===== src/rtl/uart_rx_deserializer.sv =====
// UART receive datapath: synchroniser, start/data/parity/stop FSM and
// word assembly with parity and framing flags.
module uart_rx_deserializer #(
    parameter int DATA_BITS  = 8,
    parameter int OVERSAMPLE = 16,
    parameter int MSB_FIRST  = 0,
    parameter int PARITY_EN  = 1,
    parameter int PARITY_ODD = 0,
    parameter int STOP_BITS  = 1
) (
    input  logic                 clk,
    input  logic                 reset,
    input  logic                 rx_in,
    input  logic                 sample_enable,
    output logic [DATA_BITS-1:0] rx_data,
    output logic                 rx_valid,
    output logic                 rx_perror,
    output logic                 rx_ferror,
    output logic                 busy
);

    localparam int CW = $clog2(OVERSAMPLE);
    localparam int BW = $clog2(DATA_BITS + 1);

    localparam logic [CW-1:0] CNT_LAST  = CW'(OVERSAMPLE - 1);
    localparam logic [CW-1:0] CNT_MID   = CW'(OVERSAMPLE / 2 - 1);
    localparam logic [BW-1:0] BIT_LAST  = BW'(DATA_BITS - 1);
    localparam logic [BW-1:0] STOP_LAST = BW'(STOP_BITS - 1);
    localparam logic          ODD       = (PARITY_ODD != 0);

    typedef enum logic [2:0] {
        IDLE,
        START,
        DATA,
        PARITY,
        STOP
    } state_t;

    state_t               state;
    logic                 sync1;
    logic                 rx_s;
    logic [CW-1:0]        cnt;
    logic [BW-1:0]        bitcnt;
    logic [DATA_BITS-1:0] shreg;
    logic [DATA_BITS-1:0] shreg_nxt;
    logic                 perr;
    logic                 ferr;

    always_comb begin
        shreg_nxt = shreg;
        if (MSB_FIRST != 0)
            shreg_nxt = {shreg[DATA_BITS-2:0], rx_s};
        else
            shreg_nxt = {rx_s, shreg[DATA_BITS-1:1]};
    end

    always_ff @(posedge clk or posedge reset) begin
        if (reset) begin
            state     <= IDLE;
            sync1     <= 1'b1;
            rx_s      <= 1'b1;
            cnt       <= '0;
            bitcnt    <= '0;
            shreg     <= '0;
            perr      <= 1'b0;
            ferr      <= 1'b0;
            rx_data   <= '0;
            rx_valid  <= 1'b0;
            rx_perror <= 1'b0;
            rx_ferror <= 1'b0;
            busy      <= 1'b0;
        end else begin
            sync1    <= rx_in;
            rx_s     <= sync1;
            rx_valid <= 1'b0;
            if (sample_enable) begin
                cnt <= cnt + 1'b1;
                unique case (state)
                    IDLE: begin
                        cnt <= '0;
                        if (!rx_s) begin
                            state <= START;
                            busy  <= 1'b1;
                        end
                    end
                    START: begin
                        if (cnt == CNT_MID) begin
                            cnt    <= '0;
                            bitcnt <= '0;
                            perr   <= 1'b0;
                            ferr   <= 1'b0;
                            // line back high at mid start bit: a glitch
                            if (rx_s) begin
                                state <= IDLE;
                                busy  <= 1'b0;
                            end else begin
                                state <= DATA;
                            end
                        end
                    end
                    DATA: begin
                        if (cnt == CNT_LAST) begin
                            cnt    <= '0;
                            shreg  <= shreg_nxt;
                            bitcnt <= bitcnt + 1'b1;
                            if (bitcnt == BIT_LAST) begin
                                bitcnt <= '0;
                                state  <= (PARITY_EN != 0) ? PARITY : STOP;
                            end
                        end
                    end
                    PARITY: begin
                        if (cnt == CNT_LAST) begin
                            cnt   <= '0;
                            perr  <= ((^shreg) ^ rx_s) != ODD;
                            state <= STOP;
                        end
                    end
                    STOP: begin
                        if (cnt == CNT_LAST) begin
                            cnt    <= '0;
                            bitcnt <= bitcnt + 1'b1;
                            if (!rx_s)
                                ferr <= 1'b1;
                            if (bitcnt == STOP_LAST) begin
                                rx_data   <= shreg;
                                rx_perror <= perr;
                                rx_ferror <= ferr | ~rx_s;
                                rx_valid  <= 1'b1;
                                busy      <= 1'b0;
                                state     <= IDLE;
                            end
                        end
                    end
                    default: begin
                        state <= IDLE;
                        busy  <= 1'b0;
                    end
                endcase
            end
        end
    end

endmodule


===== config.mk =====
export PLATFORM = sky130hd
export DESIGN_NAME = uart_rx_deserializer
export DESIGN_NICKNAME = d
export VERILOG_FILES = /design/src/rtl/uart_rx_deserializer.sv
export SDC_FILE = /design/constraint.sdc
export NUM_CORES = 1
export LEC_CHECK = 0
export ABC_AREA = 0
export CORE_MARGIN = 4
export CORE_UTILIZATION = 51
export CTS_BUF_LIST = sky130_fd_sc_hd__clkbuf_16
export DETAILED_ROUTE_END_ITERATION = 10
export GPL_TIMING_DRIVEN = 0
export MAX_ROUTING_LAYER = met4
export PLACE_DENSITY = 0.77
export SLEW_MARGIN = 20
export SYNTH_ARGS = -nofsm -noshare
export SYNTH_HDL_FRONTEND = slang
export SYNTH_SLANG_ARGS = --single-unit

===== constraint.sdc =====
create_clock -name clk -period 1.7 [get_ports clk]
set_input_delay 0.34 -clock clk [delete_from_list [all_inputs] [get_ports clk]]
set_output_delay 0.34 -clock clk [all_outputs]
set_load 0.03 [all_outputs]

=== Word level (Yosys, flattened, before mapping) ===
Index checks and enable logic that the tools add are counted.
W data, S select, Z words.

* Output and inout port bits: 12
* Flip-flop bits (word level): 35
* Logic and storage cells: 82

* Add/sub/neg operators: 2
* Bitwise logic cells: 4
* Equal/unequal tests: 16
* Multiplexer cells: 32
* Reduce and logical (&&, ||, !) cells: 15

{| class="wikitable"
|+ Operator list
! kind !! number
|-
| $mux W4 || 6
|-
| $pmux W4 S3 || 2
|-
| $mux W3 || 7
|-
| $ne A2 B2 Y1 const B || 9
|-
| $pmux W3 S5 || 1
|-
| $mux W1 || 12
|-
| $reduce_and A5 Y1 || 2
|-
| $add A4 B1 Y4 const B || 2
|-
| $eq A4 B3 Y1 const B || 2
|-
| $reduce_and A4 Y1 || 2
|-
| $reduce_and A8 Y1 || 1
|-
| $reduce_xor A8 Y1 || 1
|-
| $reduce_and A7 Y1 || 1
|-
| $eq A3 B2 Y1 const B || 2
|-
| $eq A4 B4 Y1 const B || 1
|-
| $logic_not A4 Y1 || 1
|-
| $pmux W1 S2 || 2
|-
| $pmux W1 S4 || 1
|-
| $reduce_bool A2 Y1 || 2
|-
| $eq A3 B1 Y1 const B || 1
|-
| $eq A3 B3 Y1 const B || 1
|-
| $logic_not A3 Y1 || 1
|-
| $reduce_and A3 Y1 || 1
|-
| $reduce_bool A3 Y1 || 1
|-
| other kinds (6) || 7
|}

=== Longest topological paths before layout ===
* Word-level depth: 5
* Gate-level depth with buffers: 6

=== Worst setup path after synthesis ===
No wires, ideal clock.

* Path kind: register -> register
* Start: reg bitcnt[0]
* End: reg busy
* Stages on the path, launching flop included: 7
* Required time: 1,576 ps
* Arrival: 1,602 ps
* Path slack: -26 ps
* Period minus slack after synthesis: 1,726 ps
* Setup time: 124 ps
* Buffers on the path: 0
* Path through: dfrtp_1 > inv_1 > ha_1 > nor3b_2 > a211oi_2 > or3_4 > a211o_1

* Cells in the longest elaborated chain, start to end: 3

{| class="wikitable"
|+ RTL lines
! what !! line !! source
|-
| start: declaration || 43 || <nowiki>logic [BW-1:0] bitcnt;</nowiki>
|-
| start signal: assignment || 105 || <nowiki>bitcnt <= bitcnt + 1'b1;</nowiki>
|-
| start signal: assignment || 122 || <nowiki>bitcnt <= bitcnt + 1'b1;</nowiki>
|-
| $logic_not A4 Y1 || 125 || <nowiki>if (bitcnt == STOP_LAST) begin</nowiki>
|-
| $ne A2 B2 Y1 (no line) || -- ||
|-
| $reduce_and A7 Y1 (no line) || -- ||
|-
| end signal: assignment || 95 || <nowiki>busy <= 1'b0;</nowiki>
|-
| end signal: assignment || 130 || <nowiki>busy <= 1'b0;</nowiki>
|-
| end signal: assignment || 137 || <nowiki>busy <= 1'b0;</nowiki>
|-
| end: declaration || 19 || <nowiki>output logic busy</nowiki>
|}

Every way passes these cells.
A chain may end at the register's enable or synchronous reset.

=== Final worst setup path ===
Ends and elaborated chain as after synthesis.

==> flow_metrics.tcl <==
set metrics [dict create \
    status "complete, but fails checks" \
    violations "design-rule violations, negative setup slack" \
    path_cells "inv_2 -> ha_1 -> nor3b_4 -> a211oi_4 -> or3_4 -> a211o_1" \
    netlist_instances 155 \
    r2r_cells 6 \
    drt_wl_total_um 3990 \
    routabilityCongestion 0.876 \
    hold_depth 0 \
    start_util_pct 53.8 \
    drc 2 \
    die_y_um 67.8 \
    ys_dominant_reg_cell "dfrtp_1" \
    nNetsFinal 191 \
    path_depth 6 \
    htree_levels 2 \
    cts_buffer_depth 2 \
    io_buffers 15 \
    synth_edf_count 0 \
    finalSetupTns_ps -62.0 \
    path_clk_slew_ps 60 \
    clock.fmax_mhz 568 \
    antenna_left 0 \
    netlist_area_mm2 0.00182 \
    p_clk_share_pct 29.0 \
    setup-violations-final 1 \
    power.share.switching_pct 32.0 \
    grt_pass1_wl_um 6630 \
    min_period_ps 1760 \
    drt-initial-drc-count 52 \
    numCtsBuffers 5 \
    rows 21 \
    cts_tree "yes" \
    hold_start "sync1" \
    rsz0062_at_grt "yes" \
    clk_latency_ps 280 \
    p_sw_uw 954 \
    yosys-top-cells-count "dfrtp_1 (33), mux2_2 (18), inv_1 (7), nand2b_1 (6), xnor2_1 (6)" \
    synth_top_area_share_pct 45.3 \
    cp_top_family "simple AND/OR/NAND/NOR gates" \
    worst_ep_arrival_time_ps 1920 \
    firstDrtPassIters 7 \
    synth.most_common_cell "dfrtp_1" \
    hold_viol 0 \
    viasPerCell 5.85 \
    drv_cap 0 \
    crit_type "reg -> reg" \
    timing.final.ws_setup_ps -62.0 \
    grtUsageTotal_pct 19.9 \
    ys_warn_count 0 \
    n_fill_cell 236 \
    postPlaceCellArea_mm2 0.00204 \
    max_stage_delay_ps 410 \
    rr_startpoint "bitcnt[0]" \
    syn_avg_cell_area_um2 11.8 \
    cts_sinks 35 \
    antennaDiodeCount 0 \
    cts_root_buf "clkbuf_16" \
    grt_max_degree 36 \
    comb_power_share_pct 32.4 \
    ir_worst_vdd_v 0.000875 \
    design.core.area_mm2 0.00339 \
    slew_headroom_pct 53.0 \
    start_kind "flip-flop" \
    synth_top_cell_by_area "dfrtp_1" \
    p_per_area_mw_per_mm2 1240 \
    stdcell_area_mm2 0.00240 \
    tightest_slew_ps 705 \
    report.power.total_uw 2980 \
    ys_types 55 \
    dp_hpwl_um 2450 \
    wire_per_inst_um 17.3 \
    finalClockSkew_ps 2.10 \
    drive_gt1_share_pct 37.3 \
    power.leakage_uw 0.00104 \
    area_growth_pct 31.5 \
    synth.area.top_cells "dfrtp_1 (45%), mux2_2 (11%), dfstp_2 (2.9%), xnor2_1 (2.9%), ha_1 (2.1%)" \
    syn-num-nets 162 \
    internal_power_uw 2030 \
    hold_class "reg -> reg" \
    p_seq_share_pct 38.7 \
    critPathMaxFanout 3 \
    required_ps 1860 \
    finalMaxSlewViolations 0 \
    design.portCount 16 \
    synth_seq_cells 35 \
    worst_setup_path_end_kind "flip-flop" \
    holdWs_ps 356 \
    grt_pass1_vias 1439 \
    antenna_found_initial 0 \
    postSynth.asyncResetShare_pct 100 \
    grt-ovfl-total 0 \
    dieWidth_um 67.8 \
    fin_crit_sh_pct 104 \
    dr_total_vias 1351 \
    synth_seq_area_share_pct 48.1 \
    pre_cts_ws_ps -479 \
    startpoint "bitcnt[0]" \
    crit_slowest_cell "or3_4" \
    path_buf_inv 1 \
    die-area_mm2 0.00460 \
]
==> layout by cell type (no fill, tap or decap), types with 5 or more instances in the layout <==
cell / n
buf_4: 8
clkbuf_16: 5
clkdlybuf4s50_1: 14
dfrtp_1: 30
inv_1: 6
mux2_2: 18
nand2b_1: 5
nor2_1: 5
xnor2_1: 6
==> registers in the layout, indices dropped and copies added (netlist names) <==
name       count
bitcnt         4
rx_perror      1
perr           1
busy           1
rx_ferror      1
cnt            4
rx_valid       1
ferr           1
shreg          8
state          3
rx_s           1
sync1          1
rx_data        8
==> final cells by class <==
cell class / instances / area (um2) / share of cell area (%)
Sequential cell: 35 / 882 / 36.8
Clock buffer: 5 / 125 / 5.21
Clock inverter: 3 / 16.3 / 0.678
Multi-Input combinational cell: 107 / 1050 / 43.8
Timing Repair Buffer: 22 / 205 / 8.55
Buffer: 6 / 36.3 / 1.51
Inverter: 7 / 26.3 / 1.09
Tap cell: 46 / 57.6 / 2.40
==> worst reg2reg max path: stages, from the launching register on <==
cell      delay, ps
dfrtp_1         390
inv_2            70
ha_1            140
nor3b_4         260
a211oi_4        120
or3_4           410
a211o_1         270
==> cells by family (layout without fill, tap and decap cells) <==
logic type | count (synthesis) | count (layout) | synth area share [%]
simple gates | 48 | 48 | 17.6
flops | 35 | 35 | 48.1
compound gates | 29 | 29 | 13.0
mux | 19 | 19 | 11.7
buf+inv | 13 | 43 | 2.95
xor+xnor | 8 | 8 | 4.60
fa+ha+maj | 3 | 3 | 2.06
==> timing repair <==
item,CTS,global route
endpoints found under the setup margin,23,26
buffers inserted,6,1
pin swaps,6,6
hold buffers,0,0
resized for setup,9,26
==> final timing paths <==
path	slack [ps]	to
setup / recovery	-60	busy
hold / removal	360	rx_s
setup reg to reg	-60	busy
hold reg to reg	360	rx_s
max in group asynchronous	700	cnt[3]
min in group asynchronous	500	bitcnt[1]
==> routing by layer <==
metal  vias to the layer above  global-route usage, %  wire length [um]
met2                        31                   32.8              2060
li1                        629                      -                 -
met4                         0                   8.68                34
met3                         4                   4.33               134
met5                         -                      -                 0
met1                       687                   23.3              1760
==> power groups by stage <==
stage	logic, uW	clock network [uW]	registers (uW)
detailed placement	712	0	1140
finish	965	864	1150
global route	1060	918	1170
CTS	845	877	1130
global placement	681	0	1130
floorplan	587	0	1100
==> through the flow <==
stage                     instances  util [%]
after floorplan                 155         -
after global placement          216      60.2
after detailed placement        216      60.2
after CTS                       230      66.8
after global routing            231      70.8
final                           231      70.8
No activity file was read; power rests on OpenSTA's default activity.
